<file path="config.mk">
export PLATFORM = sky130hd
export DESIGN_NAME = pipelined_adder
export DESIGN_NICKNAME = d
export VERILOG_FILES = /design/src/rtl/pipelined_adder.sv
export SDC_FILE = /design/constraint.sdc
export NUM_CORES = 1
export LEC_CHECK = 0
export ABC_AREA = 1
export BUFFER_PORTS_ARGS = -buffer_cell sky130_fd_sc_hd__clkbuf_2
export CORE_MARGIN = 2
export CORE_UTILIZATION = 58
export DETAILED_ROUTE_END_ITERATION = 10
export PLACE_DENSITY = 0.91
export SETUP_SLACK_MARGIN = 0.1
export SLEW_MARGIN = 20
export SYNTH_ARGS = -nofsm -noshare
export SYNTH_HDL_FRONTEND = slang
export SYNTH_SLANG_ARGS = --single-unit
</file>
<file path="constraint.sdc">
create_clock -name clk -period 2.6 [get_ports clk]
set_input_delay 0.52 -clock clk [delete_from_list [all_inputs] [get_ports clk]]
set_output_delay 0.52 -clock clk [all_outputs]
set_load 0.02 [all_outputs]
</file>
<file path="src/rtl/pipelined_adder.sv">
// Carry-segmented pipelined adder with a valid/ready handshake. Each stage adds one segment.
// Optional signed-overflow output is enabled by the macro PIPELINED_ADDER_OVF_EN.
module pipelined_adder #(
  parameter int WIDTH = 32,
  parameter int SEGS  = 4
) (
  input  logic             clk,
  input  logic             rst,
  input  logic             in_valid,
  output logic             in_ready,
  input  logic [WIDTH-1:0] a,
  input  logic [WIDTH-1:0] b,
  input  logic             cin,
  output logic             out_valid,
  input  logic             out_ready,
  output logic [WIDTH-1:0] sum,
  output logic             cout
`ifdef PIPELINED_ADDER_OVF_EN
  ,
  output logic             ovf
`endif
);

  localparam int SEG_W = WIDTH / SEGS;

  if (SEGS < 1 || (WIDTH % SEGS) != 0) begin : g_bad_cfg
    $error("pipelined_adder: WIDTH must be a positive multiple of SEGS");
  end

  logic                        adv;
  logic [SEGS-1:0]             valid_q, valid_d;
  logic [SEGS-1:0]             carry_q, carry_d;
  logic [SEGS-1:0][WIDTH-1:0]  sum_q, sum_d;
  logic [SEGS-1:0][WIDTH-1:0]  a_q, a_d;
  logic [SEGS-1:0][WIDTH-1:0]  b_q, b_d;
  logic [SEGS-1:0][SEG_W:0]    seg_res;

  // Operand bits below the current segment are never read again.
  logic dbg_unused;
  assign dbg_unused = ^{a_q, b_q};

  always_comb begin
    adv     = !valid_q[SEGS-1] || out_ready;
    valid_d = valid_q;
    carry_d = carry_q;
    sum_d   = sum_q;
    a_d     = a_q;
    b_d     = b_q;
    seg_res = '0;
    if (adv) begin
      valid_d[0] = in_valid;
      if (in_valid) begin
        seg_res[0] = {1'b0, a[SEG_W-1:0]} + {1'b0, b[SEG_W-1:0]} + {{SEG_W{1'b0}}, cin};
        a_d[0]     = a;
        b_d[0]     = b;
        sum_d[0]   = '0;
        sum_d[0][SEG_W-1:0] = seg_res[0][SEG_W-1:0];
        carry_d[0] = seg_res[0][SEG_W];
      end
      // Every later stage adds its own segment on top of the partial sum it inherits.
      for (int k = 1; k < SEGS; k++) begin
        seg_res[k] = {1'b0, a_q[k-1][k*SEG_W +: SEG_W]}
                   + {1'b0, b_q[k-1][k*SEG_W +: SEG_W]}
                   + {{SEG_W{1'b0}}, carry_q[k-1]};
        valid_d[k] = valid_q[k-1];
        a_d[k]     = a_q[k-1];
        b_d[k]     = b_q[k-1];
        sum_d[k]   = sum_q[k-1];
        sum_d[k][k*SEG_W +: SEG_W] = seg_res[k][SEG_W-1:0];
        carry_d[k] = seg_res[k][SEG_W];
      end
    end
  end

  always_ff @(posedge clk) begin
    if (rst) begin
      valid_q <= '0;
      carry_q <= '0;
      sum_q   <= '0;
      a_q     <= '0;
      b_q     <= '0;
    end else begin
      valid_q <= valid_d;
      carry_q <= carry_d;
      sum_q   <= sum_d;
      a_q     <= a_d;
      b_q     <= b_d;
    end
  end

  assign in_ready  = adv;
  assign out_valid = valid_q[SEGS-1];
  assign sum       = sum_q[SEGS-1];
  assign cout      = carry_q[SEGS-1];

`ifdef PIPELINED_ADDER_OVF_EN
  // Operand MSBs travel with the beat, so overflow is derived from the last stage registers.
  assign ovf = (a_q[SEGS-1][WIDTH-1] == b_q[SEGS-1][WIDTH-1]) &&
               (sum_q[SEGS-1][WIDTH-1] != a_q[SEGS-1][WIDTH-1]);
`endif

endmodule

</file>
==> reports/metrics.yaml <==
status: "finished clean"
p_leak_uw: 0.00469
clkSinkCount: 184
netlist_area_mm2: 0.00803
rsz0062_at_grt: "no"
synth_edf_count: 0
diodes: 0
synth.most_common_cell: "nor2_1"
clkPwrFrac_pct: 39.5
grtUsageMet3_pct: 4.59
dp_hpwl_um: 10400
comb_power_share_pct: 11.0
syn-instance-count: 1078
ctsHtreeMaxLevel: 4
min_to: "a_q[18]"
cp-end-kind: "output pin"
port_buffers: 103
cts_tree: "built"
pre_cts_ws_ns: 0.388
viasPerCell: 5.04
core-area_mm2: 0.0134
hold_viol_final: 0
min_period_over_period_pct: 76.4
clkLatencyLatePin_ns: 0.42
r2r_slack_ns: 0.69
yosysWarnings: 0
first_iter_violations: 615
ctsHoldBuffers: 0
place_area_mm2: 0.00837
gr-usage-met1_pct: 29.6
tightest_slew_ns: 0.564
finish.utilization_pct: 66.8
crit_type: "flop to output pin"
place_congestion: 0.842
ys_seq_area_share_pct: 45.9
nets: 1226
ys_top_cells_by_area: "dfxtp_1 (46%), nor2_1 (15%), o21ai_0 (11%)"
regArea_mm2: 0.00368
wirelength_um: 15400
via_count: 6607
hold_path_depth: 3
use_met2_pct: 34.9
multi_input_area_mm2: 0.00354
startpoint_type: "flop"
cp_top_family: "buffers and inverters"
hold_path_class: "input port to flop"
crit_arrival_ns: 1.47
rr_endpoint: "sum_q[44]"
min_from: "a[18]"
cp_cell_sequence: "inv_1 -> nor2_4 -> inv_4 -> clkbuf_2"
drc_errors: 0
wire_per_inst_um: 11.8
grt_max_degree: 64
p_sw_share_pct: 26.0
fin_area_mm2: 0.00895
ys.flop_type: "dfxtp_1"
drv_slew: 0
overflow: 0
p_int_uw: 4660
cts_buffers: 17
ys_types: 27
cpPeakStageDelay_ns: 0.36
die_x_um: 122
cts_resized: 0
grt_first_pass_wirelength_um: 26400
synthToLayoutAreaGrowth_pct: 11.5
crit_buf_inv: 3
clk_path_buf_depth: 2
r2r-start: "carry_q[0]"
power_frac_seq_pct: 49.5
max_slew_margin_pct: 62.4
syn_area_per_cell_um2: 7.44
fin_skew_ns: 0.00698
max_cap_viol_count: 0
die_h_um: 122
synthArstFlopShare_pct: 0
critical_path_required_ns: 2.08
drive_gt1_share_pct: 13.8
setup_tns_ns: 0
final-setup-viol-count: 0
final_antenna_net_count: 0
max_freq_mhz: 503
dr.pass1.iters: 5
finalCriticalPeriod_ns: 1.99
yosysTopAreaCellShare_pct: 45.9
post-cts-setup-buffer-count: 0
worstRegToRegCells: 7
synth_common_cells: "nor2_1 (318), dfxtp_1 (184), o21ai_0 (170)"
power.total_uw: 6300
dieArea_mm2: 0.0148
power.density_mw_per_mm2: 704
n_fill_cell: 1112
synthesis.nets: 1183
std_cell_rows: 42
cts.clk_slew.worst_paths_ns: 0.07
path_max_fanout: 37
finalWorstSetupSlack_ns: 0.613
root_buffer: "clkbuf_16"
ir_worst_vdd_mv: 0.554
ys_ff_latch: 184
num_io_pins: 104
start_util_pct: 59.9
synth.largest_area_cell: "dfxtp_1"
switchingPower_uw: 1640
grtUsageTotal_pct: 22.0
first_global_vias: 5954
grt_busiest_layer: "met2"
antenna_found_initial: 0
slowest_stage: "dfxtp_1"
==> logic make-up after synthesis <==
logic type,after synthesis,share of synthesized area [%]
buffers and inverters,168,10.0
flip-flops,184,45.9
XOR/XNOR,10,1.09
AO/OA/AOI/OAI,207,13.1
AND/OR/NAND/NOR,473,23.5
adder cells (fa/ha/maj),36,6.36
==> power groups by stage <==
| stage | registers, uW | logic (uW) | clock network [uW] |
|---|---|---|---|
| floorplan | 3150 | 537 | 0 |
| global placement | 3170 | 665 | 0 |
| detailed placement | 3180 | 686 | 0 |
| CTS | 3120 | 695 | 2520 |
| global route | 3140 | 799 | 2660 |
| finish | 3120 | 693 | 2490 |
==> worst max-delay path by stage <==
stage / from / cells after the start / slack, ns / to
after floorplan: a[0] / 10 / 0.64 / sum_q[6]
after global placement: a[0] / 11 / 0.46 / sum_q[6]
after detailed placement: a[0] / 11 / 0.39 / sum_q[6]
after CTS: valid_q[3] / 4 / 0.60 / in_ready
after global routing: valid_q[3] / 4 / 0.54 / in_ready
final: valid_q[3] / 4 / 0.61 / in_ready
==> cells in the final DEF, fill, tap and decap left out, types with 17 or more instances in the layout <==
master       n
nor2_1     318
dfxtp_1    184
o21ai_0    170
clkbuf_2   103
nand2_1     99
inv_1       76
nand3_1     38
ha_1        28
a21oi_1     24
clkbuf_16   17
==> per-stage QoR <==
stage	hold WS (ns)	cells
floorplan	0.430	1078
global placement	0.442	1278
detailed placement	0.448	1278
CTS	0.301	1310
global route	0.312	1310
finish	0.315	1310
==> worst min-delay path: cells and delay by family <==
family / cells / cell delay [ns]
buffers and inverters: 1 / 0.07
and+or+nand+nor: 2 / 0.11
==> sequential cells by signal, summed over array words and instances, names as in the netlist <==
signal   flops
b_q         48
a_q         48
carry_q      4
sum         32
sum_q       48
valid_q      4
==> final cells by class <==
type,instances,share of cell area [%]
flip-flops and latches,184,41.2
clock inverters,14,1.55
clock buffers,18,4.91
multi-input cells,726,39.5
inverters,79,3.37
well taps,176,2.46
repair buffers,113,7.02
==> metal layers <==
layer	wire length, um	vias up
met5	0	-
met4	218	0
met3	700	18
met2	6950	152
met1	7560	2950
li1	-	3487
(Power assumes the default switching activity.)
